**config.mk**
```make
export PLATFORM = sky130hd
export DESIGN_NAME = pipe_hazard_scoreboard
export DESIGN_NICKNAME = d
export VERILOG_FILES = /design/src/rtl/pipe_hazard_scoreboard.sv
export SDC_FILE = /design/constraint.sdc
export NUM_CORES = 1
export LEC_CHECK = 0
export BUFFER_PORTS_ARGS = -buffer_cell sky130_fd_sc_hd__buf_2
export CORE_AREA = 2 2 92 72
export CTS_CLUSTER_DIAMETER = 40
export DETAILED_ROUTE_END_ITERATION = 7
export DIE_AREA = 0 0 94 74
export PLACE_DENSITY = 0.57
export SYNTH_ARGS = -nofsm -noshare
export SYNTH_HDL_FRONTEND = slang
export SYNTH_SLANG_ARGS = --single-unit
```
**constraint.sdc**
```tcl
create_clock -name clk -period 2.3 [get_ports clk]
set_clock_uncertainty 0.1 [all_clocks]
set_input_delay 0.23 -clock clk [delete_from_list [all_inputs] [get_ports clk]]
set_output_delay 0.23 -clock clk [all_outputs]
set_load 0.02 [all_outputs]
```
**src/rtl/pipe_hazard_scoreboard.sv**
```systemverilog
// RAW hazard detection and EXE forwarding-select unit over DEPTH in-flight stages; selects are registered (1 cycle).
// Optional build macro HDU_ZERO_REG_IGNORE_EN: ignore matches on destination register 0.
module pipe_hazard_scoreboard #(
    parameter int REG_ADDR_W  = 5,
    parameter int DEPTH       = 2,
    parameter int FORW_SEL_W  = 2,
    parameter int STALL_CNT_W = 16
) (
    input  logic                   clk,
    input  logic                   rst,
    input  logic                   forward_EN,
    input  logic                   id_valid,
    input  logic [REG_ADDR_W-1:0]  src1_ID,
    input  logic [REG_ADDR_W-1:0]  src2_ID,
    input  logic                   is_imm,
    input  logic                   ST_or_BNE,
    input  logic [REG_ADDR_W-1:0]  dest_ID,
    input  logic                   WB_EN_ID,
    input  logic                   MEM_R_EN_ID,
    input  logic                   flush,
    input  logic                   cnt_clr,
    output logic                   hazard_detected,
    output logic [FORW_SEL_W-1:0]  val1_sel,
    output logic [FORW_SEL_W-1:0]  val2_sel,
    output logic [FORW_SEL_W-1:0]  ST_val_sel,
    output logic [STALL_CNT_W-1:0] stall_cnt
);

    logic [DEPTH-1:0]      sb_v;
    logic [DEPTH-1:0]      sb_wb;
    logic [DEPTH-1:0]      sb_ld;
    logic [REG_ADDR_W-1:0] sb_dest [DEPTH];

    logic [DEPTH-1:0]      live;
    logic [DEPTH-1:0]      match1;
    logic [DEPTH-1:0]      match2;
    logic                  use2;
    logic                  load_ok;
    logic [FORW_SEL_W-1:0] nxt_val1_sel;
    logic [FORW_SEL_W-1:0] nxt_val2_sel;
    logic [FORW_SEL_W-1:0] nxt_st_sel;

    // Lowest index is the youngest producer, so it is applied last and wins.
    function automatic logic [FORW_SEL_W-1:0] youngest(input logic [DEPTH-1:0] m);
        logic [FORW_SEL_W-1:0] sel;
        sel = '0;
        for (int k = DEPTH - 1; k >= 0; k--) begin
            if (m[k]) sel = FORW_SEL_W'(k + 1);
        end
        return sel;
    endfunction

    always_comb begin
        use2 = !is_imm || ST_or_BNE;
        for (int k = 0; k < DEPTH; k++) begin
`ifdef HDU_ZERO_REG_IGNORE_EN
            live[k] = sb_v[k] && sb_wb[k] && (sb_dest[k] != '0);
`else
            live[k] = sb_v[k] && sb_wb[k];
`endif
            match1[k] = live[k] && (sb_dest[k] == src1_ID);
            match2[k] = live[k] && use2 && (sb_dest[k] == src2_ID);
        end
    end

    always_comb begin
        if (forward_EN)
            hazard_detected = id_valid && (match1[0] || match2[0]) && sb_ld[0];
        else
            hazard_detected = id_valid && ((|match1) || (|match2));
        load_ok = id_valid && !flush && !hazard_detected;
    end

    always_comb begin
        nxt_val1_sel = '0;
        nxt_val2_sel = '0;
        nxt_st_sel   = '0;
        if (forward_EN && load_ok) begin
            nxt_val1_sel = youngest(match1);
            nxt_val2_sel = is_imm    ? '0 : youngest(match2);
            nxt_st_sel   = ST_or_BNE ? youngest(match2) : '0;
        end
    end

    always_ff @(posedge clk or posedge rst) begin
        if (rst) begin
            sb_v       <= '0;
            sb_wb      <= '0;
            sb_ld      <= '0;
            for (int k = 0; k < DEPTH; k++) sb_dest[k] <= '0;
            val1_sel   <= '0;
            val2_sel   <= '0;
            ST_val_sel <= '0;
        end else begin
            for (int k = DEPTH - 1; k >= 1; k--) begin
                sb_v[k]    <= sb_v[k-1];
                sb_wb[k]   <= sb_wb[k-1];
                sb_ld[k]   <= sb_ld[k-1];
                sb_dest[k] <= sb_dest[k-1];
            end
            sb_v[0]    <= load_ok;
            sb_wb[0]   <= WB_EN_ID;
            sb_ld[0]   <= MEM_R_EN_ID;
            sb_dest[0] <= dest_ID;
            val1_sel   <= nxt_val1_sel;
            val2_sel   <= nxt_val2_sel;
            ST_val_sel <= nxt_st_sel;
        end
    end

    always_ff @(posedge clk or posedge rst) begin
        if (rst)
            stall_cnt <= '0;
        else if (cnt_clr)
            stall_cnt <= '0;
        else if (hazard_detected && !(&stall_cnt))
            stall_cnt <= stall_cnt + 1'b1;
    end

endmodule

```
# Yosys cells after proc, flatten, opt, wreduce, memory -nomap -nowiden
# Cells that the tools add are included.
[totals]
reg_bits = 37
word_cells = 52
[op_classes]
add_sub_neg = 1
n_eq_ne = 4
mux = 12
n_reduce_logical = 26
[ops]
columns = ["operator", "count"]
rows = [
  ["$mux W16", 2],
  ["$eq A5 B5 Y1", 4],
  ["$mux W2", 9],
  ["$add A16 B1 Y16 const B", 1],
  ["$reduce_and A16 Y1", 1],
  ["$logic_and A1 B1 Y1", 15],
  ["$logic_not A1 Y1", 4],
  ["$reduce_or A2 Y1", 2],
  ["$logic_or A1 B1 Y1", 3],
  ["$reduce_bool A2 Y1", 1],
  ["$mux W1", 1],
]

# Logic depth before layout (Yosys ltp)
[logic_depth]
word_depth = 12
mapped_depth = 8

# Worst setup path after synthesis
# Ideal clock, no wire load.
[synth_path]
path_type = "reg-to-reg"
from = "register sb_dest[6] in the netlist's numbering"
to = "register stall_cnt[9]"
t_arrival_ns = 2.029
required_time_ns = 2.075
slack_ns = 0.046
path_stages_with_launch = 9
path_buffers = 1
synth_period_minus_slack_ns = 2.254
path_cell_list = "dfrtp_1 xnor2_1 nand4_1 nor4b_4 o41ai_4 a21oi_4 buf_6 nand4_2 mux2_4"
[synth_between]
elab_chain_cells = 8
[synth_rtl]
columns = ["item", "line", "source"]
rows = [
  ["from (decl)", "32", "logic [REG_ADDR_W-1:0] sb_dest [DEPTH];"],
  ["from (signal, indexed assignment)", "99", "sb_dest[k] <= sb_dest[k-1];"],
  ["$eq A5 B5 Y1 (on tied branches)", "61, 62", ""],
  ["$logic_and A1 B1 Y1 (on tied branches)", "61, 62", ""],
  ["$reduce_or A2 Y1 / $logic_or A1 B1 Y1 (equally long branches)", "70, 68", ""],
  ["$logic_or A1 B1 Y1 / $logic_and A1 B1 Y1 (equally long branches)", "70, 68", ""],
  ["$logic_and A1 B1 Y1 (on tied branches)", "70, 68", ""],
  ["$mux W1 *", "67", "if (forward_EN)"],
  ["$logic_and A1 B1 Y1 *", "116", "else if (hazard_detected && !(&stall_cnt))"],
  ["$reduce_bool A2 Y1 (no source line) *", "n/a", ""],
  ["to (signal assigned)", "117", "stall_cnt <= stall_cnt + 1'b1;"],
  ["to (decl)", "26", "output logic [STALL_CNT_W-1:0] stall_cnt"],
]
# Every way passes the cells marked *; elsewhere a longest branch is shown, timed or not.
# A chain may end at the register's enable or synchronous reset.

# Worst setup path in the final report
[layout_path]
from = "register sb_dest[3] in the netlist's numbering"
to = "output hazard_detected"
[layout_between]
elab_chain_cells = 6
[layout_rtl]
columns = ["item", "line", "source"]
rows = [
  ["$eq A5 B5 Y1 (on tied branches)", "61, 62", ""],
  ["$logic_and A1 B1 Y1 (on tied branches)", "61, 62", ""],
  ["$reduce_or A2 Y1", "70", "hazard_detected = id_valid && ((|match1) || (|match2));"],
  ["$logic_or A1 B1 Y1 *", "70", ""],
  ["$logic_and A1 B1 Y1 *", "70", ""],
  ["$mux W1 *", "67", ""],
  ["to (decl)", "22", "output logic hazard_detected,"],
]
# Marks and branches as above.

==> results.rst <==
.. list-table::
   :header-rows: 1

   * - Metric
     - Value
   * - Remaining DRCs
     - 0
   * - Clock root buffer master
     - sky130_fd_sc_hd__clkbuf_8
   * - Share of the synthesized area in compound gates (AO/OA/AOI/OAI)
     - 0.0819
   * - Final estimated routing congestion in global placement
     - 0.764
   * - Area growth from synthesis to layout
     - 41.5%
   * - Number of buffers and inverters on the critical path
     - 2
   * - I/O Buffers
     - 47
   * - Worst VDD drop
     - 215 uV
   * - Final Routed Wirelength
     - 4080 um
   * - Clock network latency to the later pin of the worst-skew pair
     - 0.29 ns
   * - Count of boundary I/O pins
     - 48
   * - Count of synthesis-stage warnings from yosys
     - 0
   * - Timing-limited maximum frequency
     - 0.425 GHz
   * - Net switching fraction of the power
     - 0.226
   * - Final count of negative-setup-slack endpoints
     - 2
   * - Final worst path period need
     - 2.35 ns
   * - Average vias per placed instance
     - 4.56
   * - Part of the power in combinational logic
     - 0.090
   * - Run status
     - finished with violations
   * - Row count
     - 25
   * - Simple-Gate Fraction of Synth Area
     - 0.223
   * - Post-detailed-route wirelength per cell
     - 12.4 um
   * - Sequence of cells on the critical path
     - xnor2_1, nand4_1, nor4b_2, buf_4, o41ai_4, nand2_1, and2_4, buf_6
   * - Fin. max-slew vios
     - 0
   * - Slew at the pin closest to its max-slew limit
     - 0.472 ns
   * - Number of inserted diodes
     - 0
   * - Worst relative slew slack
     - 0.682
   * - Routed vias
     - 1497
   * - Kind of start point of the critical path
     - register
   * - Area of the placeable core
     - 0.00610 mm2
   * - Wire length of the first global-routing pass
     - 6600 um
   * - Required arrival time at the worst endpoint
     - 1.97 ns
   * - Largest driver fanout on the critical path
     - 3
   * - Crit Path Class
     - reg -> out
   * - Total chip power
     - 1.39 mW
   * - RSZ-0062 raised after global routing
     - true
   * - Clock share of power
     - 0.425
   * - Sequential share of power
     - 0.484
   * - Post-Synth Adder-Cell Area
     - 0.00671
   * - Crit share post-route
     - 1.02
   * - Antenna violations before repair
     - 0
   * - Category of the worst setup path capture point
     - output pin
   * - Count of final hold-check violations
     - 0
   * - Detailed router's first-iteration violation count
     - 39
   * - Nets
     - 272
   * - Hold WC Path Type
     - in -> reg
   * - Final worst setup slack
     - -0.0503 ns
   * - Dominant combinational cell family by area after synthesis
     - simple AND/OR/NAND/NOR gates
   * - Largest net degree at the start of global routing
     - 38
   * - Synth Net Count
     - 192
   * - Synth Instances
     - 166
   * - Pwr dens
     - 528 mW/mm2
   * - Violations in the final reports
     - negative setup slack
   * - Number of clock buffers inserted by TritonCTS
     - 5
   * - Clock net sink count
     - 37
   * - Fraction of final layout cells sized beyond drive strength 1
     - 0.401
   * - Delay of the slowest cell on the worst path
     - 0.44 ns
   * - Height of the die
     - 74 um
   * - Number of nets with antenna violations after detailed routing
     - 0
   * - Final Core Density
     - 0.433
   * - Mapped cell area
     - 0.00186 mm2
   * - Power dissipated by switching net loads
     - 0.315 mW
   * - Clock edge transition at the registers on the reported setup and hold paths
     - 0.07 ns
   * - Vias in the first global route
     - 1379
   * - Share of the synthesized netlist area taken by xor and xnor gates
     - 0.117
   * - Sequential-to-total area share from yosys stat
     - 0.497
   * - CP top delay family
     - simple AND/OR/NAND/NOR gates
   * - Overall fraction of global-route tracks in use
     - 0.124
   * - DIE WIDTH
     - 94 um
   * - Slowest CP cell
     - sky130_fd_sc_hd__o41ai_4
   * - Max-capacitance violation count
     - 0
   * - Initial core utilization
     - 0.306
   * - Drt first pass iters
     - 4
   * - Worst Setup Slack post-DPL
     - -0.104 ns
   * - Arrival time reported for the critical path endpoint
     - 2.02 ns
   * - H-tree depth
     - 2
   * - Multiplexer share of the synthesized area
     - 0.0517
   * - Synthesized flop and latch total
     - 37
   * - Post-synthesis area per instance
     - 11.2 um2
   * - Most common cell after layout, fill and taps aside
     - sky130_fd_sc_hd__buf_2
   * - Cell Int Power
     - 1.08 mW
   * - Detailed Place HPWL
     - 2900 um
   * - Reported leakage power
     - 1.25 nW
   * - Count of unique library cells instantiated by Yosys
     - 38
   * - Area of the die
     - 0.00696 mm2
   * - Clock tree from TritonCTS
     - done
   * - Top library cells by usage in the layout, fill and taps aside
     - sky130_fd_sc_hd__buf_2 (46), sky130_fd_sc_hd__dfrtp_1 (37), sky130_fd_sc_hd__nor2_1 (21)
   * - Maximum clock path buffer count
     - 2
   * - Final global-route overflow total
     - 0
-- timing repair --
action,CTS,global route
pin swaps,10,8
hold endpoints to repair,44,0
hold buffers,8,0
resized for setup,10,12
endpoints found under the setup margin,11,17
buffers inserted,6,3
-- layer usage --
layer  part of all wire  GRT usage  up-vias
li1                   -          -      742
met1               0.52      0.182      719
met2               0.43      0.179       32
met3              0.045     0.0375        4
met4             0.0061     0.0338        0
met5                  0          0        -
-- worst reg2reg max path, stage by stage (launching register included) --
cell and delay, ns:
sky130_fd_sc_hd__dfrtp_1 0.40, sky130_fd_sc_hd__buf_4 0.14, sky130_fd_sc_hd__xnor2_1 0.16, sky130_fd_sc_hd__nand4_1 0.18, sky130_fd_sc_hd__nor3_4 0.30, sky130_fd_sc_hd__o41ai_4 0.14, sky130_fd_sc_hd__a21oi_4 0.22, sky130_fd_sc_hd__buf_6 0.16
sky130_fd_sc_hd__nand4_1 0.10, sky130_fd_sc_hd__mux2_1 0.32
-- synth_stat cells --
library cell / number / share of area
sky130_fd_sc_hd__nand3_2: 1 / 0.0054
sky130_fd_sc_hd__o21ai_0: 1 / 0.0027
sky130_fd_sc_hd__nor3_1: 1 / 0.0027
sky130_fd_sc_hd__a21oi_4: 1 / 0.0087
sky130_fd_sc_hd__and4_1: 1 / 0.0047
sky130_fd_sc_hd__nor3b_1: 2 / 0.0081
sky130_fd_sc_hd__buf_6: 1 / 0.0060
sky130_fd_sc_hd__nand3_1: 5 / 0.013
sky130_fd_sc_hd__nor4b_1: 3 / 0.014
sky130_fd_sc_hd__a21oi_1: 2 / 0.0054
sky130_fd_sc_hd__mux2_1: 5 / 0.030
sky130_fd_sc_hd__nand4_1: 9 / 0.030
sky130_fd_sc_hd__nand2b_1: 3 / 0.010
sky130_fd_sc_hd__clkbuf_1: 2 / 0.0040
sky130_fd_sc_hd__dfrtp_1: 37 / 0.50
sky130_fd_sc_hd__nand2_1: 6 / 0.012
sky130_fd_sc_hd__o31ai_2: 1 / 0.0067
sky130_fd_sc_hd__nor2_1: 21 / 0.042
sky130_fd_sc_hd__a41oi_1: 1 / 0.0047
sky130_fd_sc_hd__nor3_2: 1 / 0.0054
sky130_fd_sc_hd__inv_1: 6 / 0.012
sky130_fd_sc_hd__a211oi_1: 5 / 0.020
sky130_fd_sc_hd__mux2i_1: 1 / 0.0054
sky130_fd_sc_hd__a31o_1: 2 / 0.0094
sky130_fd_sc_hd__mux2_4: 2 / 0.016
sky130_fd_sc_hd__o21ai_2: 1 / 0.0047
sky130_fd_sc_hd__ha_1: 1 / 0.0067
sky130_fd_sc_hd__nor4b_2: 1 / 0.0081
sky130_fd_sc_hd__a211o_1: 1 / 0.0047
sky130_fd_sc_hd__nor4b_4: 1 / 0.013
sky130_fd_sc_hd__nand3b_1: 1 / 0.0040
sky130_fd_sc_hd__xnor2_1: 21 / 0.099
sky130_fd_sc_hd__xor2_1: 4 / 0.019
sky130_fd_sc_hd__nand4_2: 1 / 0.0067
sky130_fd_sc_hd__o41ai_4: 1 / 0.015
sky130_fd_sc_hd__nor2b_1: 6 / 0.020
sky130_fd_sc_hd__and2_1: 3 / 0.010
sky130_fd_sc_hd__and3_1: 4 / 0.013
-- cells by family (layout without fill, tap and decap cells) --
kind of cell	Yosys count	count (layout)
xor gates and xnor gates	25	25
muxes	8	8
DFF	37	37
buffers and inverters	9	90
adders and majority gates	1	1
and+or+nand+nor	70	70
AOI/OAI and AO/OA	16	16
-- power groups by stage --
| stage | registers (mW) | clock network, mW | logic [mW] |
|---|---|---|---|
| 3_3_place_gp | 0.688 | 0 | 0.109 |
| 4_1_cts | 0.676 | 0.614 | 0.123 |
| 6_report | 0.675 | 0.593 | 0.126 |
| 2_1_floorplan | 0.687 | 0 | 0.0625 |
| 5_1_grt | 0.677 | 0.649 | 0.140 |
| 3_5_place_dp | 0.689 | 0 | 0.109 |
-- through the flow --
stage | hold WS [ns] | std cells | TNS (ns) | cell area [um2]
detailed placement | 0.240 | 303 | -0.594 | 2270
global placement | 0.239 | 303 | -0.0368 | 2270
CTS | 0.0115 | 325 | -0.406 | 2550
global route | 0.00755 | 328 | -1.51 | 2640
finish | 0.0175 | 328 | -0.0655 | 2640
floorplan | 0.161 | 166 | 0 | 1860
-- flip-flops by register name, indices dropped and copies added (netlist names) --
name / count
ST_val_sel: 2
sb_dest: 10
sb_ld: 1
sb_v: 2
sb_wb: 2
stall_cnt: 16
val1_sel: 2
val2_sel: 2
-- area by class of cell --
| type | instances | area [um2] |
|---|---|---|
| fill | 604 | 3460 |
| multi-input combinational | 120 | 971 |
| sequential | 37 | 926 |
| timing repair buffer | 76 | 498 |
| tap | 81 | 101 |
| clock buffer | 6 | 82.6 |
| clock inverter | 2 | 37.5 |
| inverter | 6 | 22.5 |
-- final timing paths --
kind	start	endpoint	slack (ns)	depth (start not counted)
max in group asynchronous	rst	sb_dest[0]$_DFF_PP0_	1.26	4
min reg2reg	sb_wb[0]$_DFF_PP0_	sb_wb[1]$_DFF_PP0_	0.28	0
max reg2reg	sb_dest[6]$_DFF_PP0_	stall_cnt[11]$_DFFE_PP0P_	-0.02	9
min	flush	sb_v[0]$_DFF_PP0_	0.02	2
min in group asynchronous	rst	stall_cnt[2]$_DFFE_PP0P_	0.49	4
max	sb_dest[3]$_DFF_PP0_	hazard_detected	-0.05	8
(Power assumes the default switching activity.)
